$ cat config.mk
export PLATFORM = sky130hd
export DESIGN_NAME = tail_lights_blink_timer_flat
export DESIGN_NICKNAME = d
export VERILOG_FILES = /design/src/rtl/tail_lights_blink_timer_if.sv /design/src/rtl/tail_lights_blink_timer.sv /design/src/flat_wrapper.sv
export SDC_FILE = /design/constraint.sdc
export NUM_CORES = 1
export LEC_CHECK = 0
export ABC_AREA = 0
export BUFFER_PORTS_ARGS = -buffer_cell sky130_fd_sc_hd__buf_2
export CAP_MARGIN = 0
export CORE_MARGIN = 5
export CORE_UTILIZATION = 32
export DETAILED_ROUTE_END_ITERATION = 8
export PLACE_DENSITY = 0.56
export SETUP_SLACK_MARGIN = 0.2
export SLEW_MARGIN = 20
export SYNTH_ARGS = -nofsm -noshare
export SYNTH_HDL_FRONTEND = slang
export SYNTH_SLANG_ARGS = --single-unit
$ cat constraint.sdc
create_clock -name clk -period 3.5 [get_ports clk]
set_input_delay 0.35 -clock clk [delete_from_list [all_inputs] [get_ports clk]]
set_output_delay 0.35 -clock clk [all_outputs]
set_load 0.1 [all_outputs]
$ cat src/rtl/tail_lights_blink_timer_if.sv
// Handshake bundle between the tail-light sequencing FSM and its interval timer.
//   clear_timer_dir / clear_timer_haz : FSM -> timer, restart/arm strobes
//   interr_dir      / interr_haz      : timer -> FSM, one-cycle end-of-interval pulses
// master = FSM side, slave = timer side.
interface tail_lights_blink_timer_if;
  logic clear_timer_dir;
  logic clear_timer_haz;
  logic interr_dir;
  logic interr_haz;

  modport master (
    output clear_timer_dir,
    output clear_timer_haz,
    input  interr_dir,
    input  interr_haz
  );

  modport slave (
    input  clear_timer_dir,
    input  clear_timer_haz,
    output interr_dir,
    output interr_haz
  );
endinterface

$ cat src/rtl/tail_lights_blink_timer.sv
// Two-channel interval scheduler pacing the tail-light FSM.
// Each channel (direction, hazard) is armed/restarted by its clear strobe and
// emits a registered single-cycle pulse every PERIOD cycles thereafter.
// Ports:
//   clk   : system clock, rising edge
//   reset : asynchronous, active-high
//   bus   : slave side of tail_lights_blink_timer_if
//           (clear_timer_dir/haz in, interr_dir/haz out)
module tail_lights_blink_timer #(
  parameter int unsigned DIR_PERIOD = 25_000_000,
  parameter int unsigned HAZ_PERIOD = 50_000_000
) (
  input  logic                         clk,
  input  logic                         reset,
  tail_lights_blink_timer_if.slave     bus
);

  localparam int unsigned DIR_W = $clog2(DIR_PERIOD);
  localparam int unsigned HAZ_W = $clog2(HAZ_PERIOD);

  localparam logic [DIR_W-1:0] DIR_LAST = DIR_W'(DIR_PERIOD - 1);
  localparam logic [HAZ_W-1:0] HAZ_LAST = HAZ_W'(HAZ_PERIOD - 1);
  localparam logic [DIR_W-1:0] DIR_ONE  = DIR_W'(1);
  localparam logic [HAZ_W-1:0] HAZ_ONE  = HAZ_W'(1);

  typedef enum logic {
    DISARMED = 1'b0,
    COUNTING = 1'b1
  } chan_state_e;

  chan_state_e      dir_state_q, dir_state_d;
  chan_state_e      haz_state_q, haz_state_d;
  logic [DIR_W-1:0] dir_cnt_q, dir_cnt_d;
  logic [HAZ_W-1:0] haz_cnt_q, haz_cnt_d;
  logic             dir_pulse_q, dir_pulse_d;
  logic             haz_pulse_q, haz_pulse_d;

  always_ff @(posedge clk or posedge reset) begin
    if (reset) begin
      dir_state_q <= DISARMED;
      haz_state_q <= DISARMED;
      dir_cnt_q   <= '0;
      haz_cnt_q   <= '0;
      dir_pulse_q <= 1'b0;
      haz_pulse_q <= 1'b0;
    end else begin
      dir_state_q <= dir_state_d;
      haz_state_q <= haz_state_d;
      dir_cnt_q   <= dir_cnt_d;
      haz_cnt_q   <= haz_cnt_d;
      dir_pulse_q <= dir_pulse_d;
      haz_pulse_q <= haz_pulse_d;
    end
  end

  // Direction channel. Clear outranks terminal count, so a restart landing on
  // the terminal edge suppresses that pulse. Pulse defaults low every cycle,
  // which bounds it to a single cycle.
  always_comb begin
    dir_state_d = dir_state_q;
    dir_cnt_d   = '0;
    dir_pulse_d = 1'b0;
    unique case (dir_state_q)
      DISARMED: begin
        if (bus.clear_timer_dir) dir_state_d = COUNTING;
      end
      COUNTING: begin
        if (bus.clear_timer_dir) begin
          dir_cnt_d = '0;
        end else if (dir_cnt_q == DIR_LAST) begin
          dir_cnt_d   = '0;
          dir_pulse_d = 1'b1;
        end else begin
          dir_cnt_d = dir_cnt_q + DIR_ONE;
        end
      end
    endcase
  end

  // Hazard channel: same structure, independent state.
  always_comb begin
    haz_state_d = haz_state_q;
    haz_cnt_d   = '0;
    haz_pulse_d = 1'b0;
    unique case (haz_state_q)
      DISARMED: begin
        if (bus.clear_timer_haz) haz_state_d = COUNTING;
      end
      COUNTING: begin
        if (bus.clear_timer_haz) begin
          haz_cnt_d = '0;
        end else if (haz_cnt_q == HAZ_LAST) begin
          haz_cnt_d   = '0;
          haz_pulse_d = 1'b1;
        end else begin
          haz_cnt_d = haz_cnt_q + HAZ_ONE;
        end
      end
    endcase
  end

  assign bus.interr_dir = dir_pulse_q;
  assign bus.interr_haz = haz_pulse_q;

endmodule

$ cat src/flat_wrapper.sv
// flat-port wrapper written by rule: the top's interface ports become plain ports
module tail_lights_blink_timer_flat 
#(
  parameter int unsigned DIR_PERIOD = 25_000_000,
  parameter int unsigned HAZ_PERIOD = 50_000_000
)
  (clk, reset, bus_clear_timer_dir, bus_clear_timer_haz, bus_interr_dir, bus_interr_haz);
  tail_lights_blink_timer_if bus_i ();
  input  logic clk;
  input  logic reset;
  input wire logic [$bits(bus_i.clear_timer_dir)-1:0] bus_clear_timer_dir;
  input wire logic [$bits(bus_i.clear_timer_haz)-1:0] bus_clear_timer_haz;
  output wire logic [$bits(bus_i.interr_dir)-1:0] bus_interr_dir;
  output wire logic [$bits(bus_i.interr_haz)-1:0] bus_interr_haz;
  assign bus_i.clear_timer_dir = bus_clear_timer_dir;
  assign bus_i.clear_timer_haz = bus_clear_timer_haz;
  assign bus_interr_dir = bus_i.interr_dir;
  assign bus_interr_haz = bus_i.interr_haz;
  tail_lights_blink_timer #(.DIR_PERIOD(DIR_PERIOD), .HAZ_PERIOD(HAZ_PERIOD)) u_core (.clk(clk), .reset(reset), .bus(bus_i));
endmodule
* After elaboration in Yosys (flattened, before gate mapping) *
Cells that the tools add are included.

word-level totals
  register bits = 55
  word-level logic and storage cells = 26

operators by class
  $add $sub $neg = 2
  equality and inequality tests = 2
  muxes and demuxes = 16

operators by type and width
  kind                     count
  $mux W26                 3
  $mux W25                 3
  $add A26 B1 Y26 const B  1
  $eq A26 B26 Y1 const B   1
  $add A25 B1 Y25 const B  1
  $eq A25 B25 Y1 const B   1
  $mux W1                  10

* Longest topological paths before layout *
  depth after elaboration = 4
  mapped depth = 7

* Worst setup path after synthesis *
Ideal clock, no wire load.

  kind = register to register
  start point = register u_core.haz_cnt_q[0]
  end point = register u_core.haz_cnt_q[14]
  setup time = 77 ps
  arrival time = 1827 ps
  data required time = 3423 ps
  path slack = 1596 ps
  stages on the path, launching flop included = 7
  buffers on the path = 1
  clock period less this slack = 1904 ps
  cell sequence = dfrtp_1 -> ha_1 -> nand3_1 -> or4_1 -> buf_2 -> or3_1 -> a21oi_1

on the way
  word-level cells in the longest chain between the ends = 4

ends and longest elaborated chain
  what                                                      RTL line                                                      RTL
  start: declaration                                        tail_lights_blink_timer.sv:34                                 logic [HAZ_W-1:0] haz_cnt_q, haz_cnt_d;
  start signal: assignment                                  tail_lights_blink_timer.sv:50                                 haz_cnt_q <= haz_cnt_d;
  $add A26 B1 Y26 / $eq A26 B26 Y1 (equally long branches)  tail_lights_blink_timer.sv:96, tail_lights_blink_timer.sv:92
  $mux W26 *                                                tail_lights_blink_timer.sv:92                                 end else if (haz_cnt_q == HAZ_LAST) begin
  $mux W26 *                                                tail_lights_blink_timer.sv:90                                 if (bus.clear_timer_haz) begin
  $mux W26 *                                                tail_lights_blink_timer.sv:85                                 unique case (haz_state_q)
  net u_core.haz_cnt_d[14]                                  tail_lights_blink_timer.sv:34

The timed path passes the listed nets; every way through them passes the cells marked *.

* Worst setup path in the final report *
  start point = register u_core.haz_cnt_q[7]
  end point = register u_core.haz_cnt_q[25]

The elaborated chain is that of the path after synthesis.

==> metrics <==
status=finished clean; fin. max-slew vios=0; P&R area growth vs syn=8.56%; vias per inst=5.34; post-synth net total=305; Crit path largest cell delay=0.78 ns; Worst Hold Class=input port to asynchronous set/reset pin; TritonCTS clock tree=done; Netlist Area Pre-Place=2840 µm²; Final Cycle Share=0.658; ANT nets after route=0; fraction of registers with async set/reset=1.00; Post-DP Area=2970 µm²; Max-Cap Viols=0; f_max=434 MHz; Final Critical Period=2.30 ns; clk slew on worst S/H paths=0.10 ns; post-synth cell types=37; worst path bufs/invs=0; post_cts resized=0; initial antenna violation count=0; VDD IR max=217 µV; Syn Inst Count=299; maximum buffer depth of the clock tree=2; total CTS buffers=5; H-tree levels=2; fin nets=309; Worst-Skew Late Latency=0.31 ns; Max FO, Critical Path=24; first-pass GRT wire length=10200 µm; worst slew pin tran=0.860 ns; fin area=3080 µm²; Die Ht=104 µm; # DRC=0; port bufs=5; Starting Density=0.327; routed len/inst=14.0 µm; sequential cell area fraction in the yosys report=0.485; gr ovfl total=0; WP data required=3.71 ns; crit path max-delay cell type=a41o_1; Crit. End Element=flip-flop; hold buffer count at CTS=0; Clock Skew=0.0105 ns; endpoints failing hold=0; Root Driver=clkbuf_8; post-CTS setup buffer count=0; Die W=104 µm; fill count=911; HPWL after detailed placement=4020 µm; Worst R2R Setup Slack=1.20 ns; CORE AREA=8680 µm²; Slew HR=0.427; number of enable flip-flop cells after synthesis=0; number of global-route vias before repair=2151; initial DRC count=59; io pins=6; die area=10800 µm²; CP startpoint kind=flip-flop; leak pwr=1.16 nW; Cell Pwr Density=359 nW/µm²; n_diodes=0; total track usage=0.110; drt first pass iters=4; Clock Sinks=55; Avg Inst Size Synth=9.48 µm²; flops & latches, synth=55; Routed Wire Length=5760 µm; gpl congestion=0.776; Post-Layout Cell Count=411; CP Data Arrival Time=2.52 ns; site row count=34; largest net degree at the start of global routing=41; Syn. warnings=0; critical path type=flip-flop to flip-flop; RSZ-0062 raised after global routing=no; Setup TNS=0 ns; layout cells sized above 1=0.0825; Post-Place Cells=404; crit path cell chain=or4b_1, nor3_1, a41o_1, o21ba_2; vias after detailed routing=2195; cell family with most CP delay=compound AO/OA/AOI/OAI gates; # setup viols final=0; Most used DFF post-synth=dfrtp_1
## sequential cells by signal (all words and copies together), names as in the netlist
name / cells
u_core.dir_state_q: 1
u_core.bus.interr_dir: 1
u_core.haz_state_q: 1
u_core.bus.interr_haz: 1
u_core.haz_cnt_q: 26
u_core.dir_cnt_q: 25
## Yosys cell counts (2+ instances only)
master | number | area (µm²)
and3_1 | 8 | 50.1
or2_2 | 2 | 12.5
and4_1 | 6 | 52.6
a21oi_1 | 20 | 100
nand2_1 | 20 | 75.1
xnor2_1 | 12 | 105
buf_2 | 4 | 20.0
nand4_1 | 17 | 106
nand3_1 | 19 | 95.1
clkbuf_1 | 7 | 26.3
and2_1 | 4 | 25.0
or4_1 | 12 | 90.1
o21ai_0 | 9 | 45.0
or3_1 | 9 | 56.3
xor2_1 | 12 | 105
nor4_1 | 6 | 37.5
nor4b_1 | 2 | 17.5
inv_1 | 5 | 18.8
or4b_1 | 2 | 20.0
dfrtp_1 | 55 | 1380
nor2_1 | 32 | 120
o31ai_1 | 13 | 97.6
nor3_1 | 6 | 30.0
ha_1 | 2 | 25.0
or4_4 | 2 | 22.5
nand2b_1 | 2 | 12.5
## cells in the final DEF, fill, tap and decap left out, types with 2 or more instances in the layout
| master | instances |
|---|---|
| or4_1 | 12 |
| buf_2 | 5 |
| nor3_1 | 6 |
| or4b_1 | 2 |
| clkbuf_8 | 5 |
| o31ai_1 | 13 |
| nor4b_1 | 2 |
| nand2b_1 | 2 |
| and2_1 | 4 |
| a21oi_1 | 20 |
| o21ai_0 | 9 |
| or2_2 | 2 |
| or3_1 | 9 |
| buf_4 | 3 |
| ha_1 | 2 |
| nand4_1 | 17 |
| nand2_1 | 20 |
| nor2_1 | 32 |
| xnor2_1 | 12 |
| dfrtp_1 | 55 |
| xor2_1 | 12 |
| nor4_1 | 6 |
| inv_1 | 4 |
| and3_1 | 8 |
| nand3_1 | 19 |
| or4_4 | 2 |
| and4_1 | 6 |
## power breakdown
group,total (W),leakage [nW],switching (W),internal (W)
combinational,0.0000396,0.360,0.0000289,0.0000107
clock,0.000418,0.0502,0.000209,0.000210
sequential,0.000647,0.753,0.00000664,0.000641
## logic make-up after synthesis
group / Yosys count / synth area share
xor gates and xnor gates: 24 / 0.0741
adders and majority gates: 2 / 0.00882
AOI/OAI and AO/OA: 48 / 0.104
and+or+nand+nor: 154 / 0.305
DFF: 55 / 0.485
buffers and inverters: 16 / 0.0230
## per-layer routing
metal  vias up  part of all wire  track usage
met4         0             0.010       0.0287
met3         7             0.021       0.0236
met5         -                 0            0
li1       1109                 -            -
met2        19              0.47        0.179
met1      1060              0.50        0.150
## area by class of cell
| class | instances | area, µm² | area share |
|---|---|---|---|
| Timing Repair Buffer | 8 | 47.5 | 0.0154 |
| Multi-Input combinational cell | 228 | 1390 | 0.453 |
| Clock buffer | 5 | 68.8 | 0.0224 |
| Sequential cell | 55 | 1380 | 0.447 |
| Clock inverter | 2 | 37.5 | 0.0122 |
| Tap cell | 108 | 135 | 0.0439 |
| Inverter | 5 | 18.8 | 0.00610 |
## final timing paths
check                      depth (start not counted)           startpoint              endpoint
max in group asynchronous                          3                reset   u_core.dir_cnt_q[8]
min in group clk                                   2  bus_clear_timer_haz    u_core.haz_state_q
max                                                4  u_core.haz_cnt_q[7]  u_core.haz_cnt_q[25]
min                                                2                reset   u_core.dir_cnt_q[9]
min reg2reg                                        1   u_core.haz_state_q    u_core.haz_state_q
max reg2reg                                        4  u_core.haz_cnt_q[7]  u_core.haz_cnt_q[25]
## metrics by stage
step / power (W) / setup WS (ns) / util / hold slack [ns]
after floorplan: 0.000687 / 1.60 / - / 0.438
after global placement: 0.000701 / 1.20 / 0.342 / 0.451
after detailed placement: 0.000702 / 1.19 / 0.342 / 0.453
after CTS: 0.00113 / 1.17 / 0.355 / 0.224
after global routing: 0.00115 / 0.984 / 0.355 / 0.225
final: 0.00111 / 1.20 / 0.355 / 0.206
No activity file was read; power rests on OpenSTA's default activity.
